===== src/rtl/mac_accumulator.sv =====
// ---------------------------------------------------------------------------
// mac_accumulator
//
// Sums a window of ACC_LEN 8-bit products into a saturating signed
// accumulator. Each product beat carries its own mode flag: signed
// (two's-complement) or unsigned. When the last beat of a window has been
// accepted, the block holds the result and waits for a downstream handshake
// before it starts a new window.
//
// Parameters
//    ACC_W    accumulator / result width in bits (8..32)
//    ACC_LEN  products summed per result window (1..255)
//
// Ports
//    clk        rising-edge clock
//    rst_n      synchronous, active-low reset
//    product    8-bit product from the multiplier result bus
//    sign       1 = product is two's-complement, 0 = unsigned (per beat)
//    in_valid   product/sign beat valid
//    in_ready   block can accept a beat (ACCUM state)
//    acc_clear  abort the current window and zero the partial sum
//    out_valid  acc_out holds a completed window result (HOLD state)
//    out_ready  downstream accepts the result
//    acc_out    current accumulator value (signed two's-complement)
//    overflow   sticky saturation flag for the current window
// ---------------------------------------------------------------------------
module mac_accumulator #(
   parameter int ACC_W   = 16,
   parameter int ACC_LEN = 4
) (
   input  logic             clk,
   input  logic             rst_n,
   input  logic [7:0]       product,
   input  logic             sign,
   input  logic             in_valid,
   output logic             in_ready,
   input  logic             acc_clear,
   output logic             out_valid,
   input  logic             out_ready,
   output logic [ACC_W-1:0] acc_out,
   output logic             overflow
);

   // Two guard bits are enough to hold acc + 255 without wrapping, even at
   // ACC_W = 8.
   localparam int SUM_W = ACC_W + 2;

   localparam logic [7:0]       LAST_BEAT = 8'(ACC_LEN - 1);
   localparam logic [ACC_W-1:0] ACC_MAX   = {1'b0, {(ACC_W-1){1'b1}}};
   localparam logic [ACC_W-1:0] ACC_MIN   = {1'b1, {(ACC_W-1){1'b0}}};

   typedef enum logic {
      ACCUM,
      HOLD
   } state_t;

   state_t                   state;
   logic signed [ACC_W-1:0]  acc;
   logic        [7:0]        count;

   logic signed [8:0]        prod_ext;
   logic signed [SUM_W-1:0]  sum_wide;
   logic                     sum_ovf;
   logic        [ACC_W-1:0]  sum_sat;

   // Extend the incoming product to 9 signed bits using the beat's own mode
   // flag. Then form the exact sum at full width and clamp it. The sum is in
   // range only when all bits above the result's sign bit match that bit.
   always_comb begin
      prod_ext = sign ? $signed({product[7], product}) : $signed({1'b0, product});
      sum_wide = SUM_W'(acc) + SUM_W'(prod_ext);
      sum_ovf  = (sum_wide[SUM_W-1:ACC_W-1] != '0) &&
                 (sum_wide[SUM_W-1:ACC_W-1] != '1);
      if (!sum_ovf) begin
         sum_sat = sum_wide[ACC_W-1:0];
      end else if (sum_wide[SUM_W-1]) begin
         sum_sat = ACC_MIN;
      end else begin
         sum_sat = ACC_MAX;
      end
   end

   // Window control. In ACCUM, a clear wins over any beat presented in the
   // same cycle, so a window cannot complete on a clearing edge. HOLD ignores
   // beats and clears, and leaves only on the output handshake. The cycle
   // spent in HOLD is the bubble between back-to-back windows.
   always_ff @(posedge clk) begin
      if (!rst_n) begin
         state    <= ACCUM;
         acc      <= '0;
         count    <= '0;
         overflow <= 1'b0;
      end else begin
         case (state)
            ACCUM: begin
               if (acc_clear) begin
                  acc      <= '0;
                  count    <= '0;
                  overflow <= 1'b0;
               end else if (in_valid) begin
                  acc      <= sum_sat;
                  overflow <= overflow | sum_ovf;
                  count    <= count + 8'd1;
                  if (count == LAST_BEAT) begin
                     state <= HOLD;
                  end
               end
            end
            HOLD: begin
               if (out_ready) begin
                  acc      <= '0;
                  count    <= '0;
                  overflow <= 1'b0;
                  state    <= ACCUM;
               end
            end
            default: state <= ACCUM;
         endcase
      end
   end

   assign in_ready  = (state == ACCUM);
   assign out_valid = (state == HOLD);
   assign acc_out   = acc;

endmodule


===== config.mk =====
export PLATFORM = sky130hd
export DESIGN_NAME = mac_accumulator
export DESIGN_NICKNAME = d
export VERILOG_FILES = /design/src/rtl/mac_accumulator.sv
export SDC_FILE = /design/constraint.sdc
export NUM_CORES = 1
export LEC_CHECK = 0
export CAP_MARGIN = 15
export CORE_MARGIN = 2
export CORE_UTILIZATION = 50
export DETAILED_ROUTE_END_ITERATION = 8
export PLACE_DENSITY_LB_ADDON = 0.15
export SYNTH_ARGS = -nofsm -noshare
export SYNTH_HDL_FRONTEND = slang
export SYNTH_SLANG_ARGS = --single-unit

===== constraint.sdc =====
create_clock -name clk -period 3.5 [get_ports clk]
set_input_delay 0.525 -clock clk [delete_from_list [all_inputs] [get_ports clk]]
set_output_delay 0.525 -clock clk [all_outputs]
set_load 0.01 [all_outputs]

* Yosys cells after proc, flatten, opt, wreduce, memory -nomap -nowiden
Cells that the tools add are included.
Storage, ports and cells: flip-flop bits (word level) 26, input bits 14, output and inout bits 19
Cells by class: add/subtract/negate cells 2, equality and inequality tests 4, mux-type cells 20, bitwise logic cells 2, reduce and logical (&&, ||, !) cells 3
Operator list (number):
- $mux 16 | 5
- $pmux 16 s2 | 1
- $mux 8 | 3
- $add 16x9->17 | 1
- $pmux 8 s2 | 1
- $mux 9 | 1
- $add 8x1->8 const B | 1
- $eq 8x2->1 const B | 1
- $mux 1 | 7
- $pmux 1 s2 | 2
- $ne 3x2->1 const B | 1
- $ne 3x3->1 const B | 1
- $reduce_bool 3->1 | 1
- $ne 2x2->1 const B | 1
- $reduce_and 2->1 | 1
- $logic_and 1x1->1 | 1
- $not 1->1 | 1
- $or 1x1->1 | 1

* Logic depth before layout (Yosys ltp)
word-level depth 8, mapped depth 12, depth with buffers taken out 10

* Least setup slack after synthesis
Ideal clock, no wire load.
path kind input port to flip-flop, start input port product[7], end register acc[10], in the netlist acc_out[10], setup time 132 ps, arrival 2765 ps, setup slack 603 ps, stages on the path 12, path through nand2_1 > inv_1 > buf_2 > ha_1 > a41o_1 > a211o_1 > mux2i_1 > o31a_1 > nand3_2 > buf_2 > a221oi_1 > nor3_1
On the way: longest elaborated chain between the ends 8
Ends and longest elaborated chain:
- start, declared | line 33 | input logic [7:0] product,
- $mux 9 * | line 70 | prod_ext = sign ? $signed({product[7], product}) : $signed({1'b0, product});
- $add 16x9->17 * | line 71 | sum_wide = SUM_W'(acc) + SUM_W'(prod_ext);
- $ne 3x3->1 / $reduce_bool 3->1 (equally long branches) | line 73, 72
- $logic_and 1x1->1 | line 72 | sum_ovf = (sum_wide[SUM_W-1:ACC_W-1] != '0) &&
- $mux 16 * | line 74 | if (!sum_ovf) begin
- $mux 16 * | line 100 | end else if (in_valid) begin
- $mux 16 * | line 96 | if (acc_clear) begin
- $pmux 16 s2 * | line 94 | case (state)
- end signal, assigned | line 101 | acc <= sum_sat;
- end, declared | line 58 | logic signed [ACC_W-1:0] acc;
Mark *: on every way between the ends. The rest lies on a longest branch, timed or not. The select of a mux whose other input is x is not followed. A chain may end at the register's enable or synchronous reset.

* Worst setup path in the final report
start input port product[0], end register acc[13], in the netlist acc_out[13]
Same word-level chain as after synthesis.

==> reports/qor.yml <==
run_status:
  status: "complete, no violations"
cts:
  cts_max_path_buffers: 2
  cts_buffers: 3
  h-tree-depth: 1
  path_clk_slew_ps: 100
  cts_hold_buf: 0
  cts_resized: 0
  cts_setup_buffers: 0
  root_buffer: "clkbuf_8"
  cts_tree: "built"
  clock_sinks: 26
  insertion_delay_ps: 280
grt:
  grt_antenna_before_repair: 0
  grt_max_degree: 30
  grt_overflow: 0
  grt_pass1_wl_um: 8783
  track_usage_pct: 24.76
  first_global_vias: 1852
yosys:
  ys_types: 56
  synth-edff-count: 0
  syn_area_mm2: 0.002023
  synth.area.top_cells: "dfxtp_1 (26%), a21oi_1 (7.7%), ha_1 (7.4%), nand2_1 (3.7%), o21ai_0 (3.7%)"
  async_flop_share_pct: 0
  syn-num-nets: 285
  synth_top_cell_by_area: "dfxtp_1"
  synth_top_area_share_pct: 25.73
  ys_warn_count: 0
  syn_area_per_cell_um2: 7.842
  postSynthCellCount: 258
  synthFlopType: "dfxtp_1"
  synth_seq_area_share_pct: 25.73
  synth_seq_cells: 26
die:
  die_x_um: 67.61
  rows: 23
  pin_count: 33
  core_mm2: 0.003943
  initial_utilization_pct: 51.32
  die-area_mm2: 0.004571
  fp.dieH_um: 67.61
cells_and_area:
  layout_commonest_cell: "clkdlybuf4s50_1"
  finish.utilization_pct: 62.87
  most-common-layout-cells: "clkdlybuf4s50_1 (32), a21oi_1 (31), dfxtp_1 (26)"
  diodes: 0
  fillers: 354
  final_nets: 316
  drive_above_1_share_pct: 7.986
  syn_to_final_growth_pct: 22.51
power:
  power.density_mw_per_mm2: 329.1
  power_w: 0.0008157
  leakagePower_nw: 0.9851
  vdd_drop_max_uv: 191.6
worst_setup_path:
  r2r_start: "acc_out[0]"
  cp_num_buf_inv: 1
  critical-path-top-delay-family: "compound AO/OA/AOI/OAI gates"
  path_depth: 10
  path_cells: "clkdlybuf4s50_1 -> ha_1 -> fa_1 -> a211oi_1 -> nor3_1 -> nor3_1 -> o31a_1 -> nand3_2 -> a221oi_1 -> nor3_1"
  r2r_slack_ps: 550
  critPathRequiredTime_ps: 3650
  crit_path_start_kind: "primary input"
  cp_common_cell: "nor3_1"
  cp_slowest_stage_delay_ps: 430
  crit_slowest_cell: "fa_1"
  end_kind: "flip-flop"
  critPathKind: "in -> reg"
  cp_max_fo: 17
  startpoint: "product[0]"
  arrival_ps: 3430
  rr_worst_depth: 9
placed_design:
  gp_congestion: 0.8266
  pre_cts_ws_ps: 12.12
  io_buffers: 32
  dp_hpwl_um: 3690
min_path:
  hold_path.class: "reg -> reg"
  hp-start: "acc_out[5]"
  whs_path_depth: 2
sta:
  clock_skew_ps: 3.976
  setup_viol_count_final: 0
  fin_crit_ps: 3288
  fmax_mhz: 304.1
  worst_pin_slew_ps: 773.0
  period_share_pct: 93.94
  finalWorstSetupSlack_ps: 212.1
  hold_slack_ps: 485.4
  fin_tns_setup_ps: 0
  finalHoldViolations: 0
  drv_slew: 0
  rsz0062_at_grt: "no"
  slew_headroom_pct: 48.47
routing:
  wl_met2_um: 2476
  ant_nets: 0
  wl_per_cell_um: 15.35
  firstDrtPassIters: 4
  dr_wl_met3_um: 190
  via_count: 2057
  post_drt_via_cell_ratio: 6.086
  wl_met1_um: 2452
  drt_iter0_markers: 198
  postRouteWirelength_um: 5189
  routed.top_layer: "met4"
  drc_errors: 0
flow_run:
  drv_cap: 0
-- worst paths after layout --
check / endpoint
worst min-delay path: acc_out[5]
worst max-delay path: acc_out[13]
worst min register to register: acc_out[5]
worst max register to register: acc_out[13]
-- cell usage after synthesis (3+ instances only) --
cell type   n
a211oi_1    4
a21o_1      7
a21oi_1    31
a221oi_1    7
a311oi_1    3
a31oi_1     3
and3_1      5
clkbuf_1   11
dfxtp_1    26
ha_1       12
inv_1       6
mux2i_1     4
nand2_1    20
nand3_1    13
nand4_1     3
nor2_1     14
nor3_1     14
o211ai_1    3
o21ai_0    15
or3_1       3
xnor2_1     8
xor2_1      4
-- sequential cells by signal, summed over array words and instances (netlist names) --
register,cells
acc_out,16
count,8
out_valid,1
overflow,1
-- through the flow --
step / area [µm²] / std cells
final: 2479 / 338
after global routing: 2479 / 338
after CTS: 2479 / 338
after detailed placement: 2407 / 334
after global placement: 2407 / 334
after floorplan: 2023 / 258
-- per-layer routing --
layer | vias to the layer above | track usage [%]
li1 | 1045 | -
met1 | 945 | 34.22
met2 | 60 | 41.05
met3 | 7 | 2.167
met4 | 0 | 6.888
met5 | - | 0
-- tightest hold or removal path: cells and delay by family (launching register included) --
family	cells	cell delay, ps
simple gates	1	60
flops	1	340
compound gates	1	50
-- logic make-up (layout without fill, tap and decap cells) --
family | Yosys count | in the layout | synth area share (%)
AO/OA/AOI/OAI | 94 | 94 | 31.42
XOR/XNOR | 12 | 12 | 5.195
buffers and inverters | 22 | 52 | 4.947
AND/OR/NAND/NOR | 87 | 87 | 22.33
adder cells (fa/ha/maj) | 13 | 13 | 8.410
flip-flops | 26 | 26 | 25.73
multiplexers | 4 | 4 | 1.979
-- report_power, final --
group / internal, W / switching [W]
Clock: 0.000153 / 0.000103
Combinational: 0.000111 / 0.000123
Sequential: 0.000307 / 0.0000177
Total: 0.000572 / 0.000244
-- layout make-up --
cell class / count / area, µm² / share of cell area (%)
clock inverters: 1 / 30.03 / 1.212
clock buffers: 3 / 41.29 / 1.666
inverters: 6 / 22.52 / 0.9086
repair buffers: 42 / 395.4 / 15.95
well taps: 50 / 62.56 / 2.524
flip-flops and latches: 26 / 520.5 / 21.00
multi-input cells: 210 / 1406 / 56.74
Power figures use the tool's default switching activity.
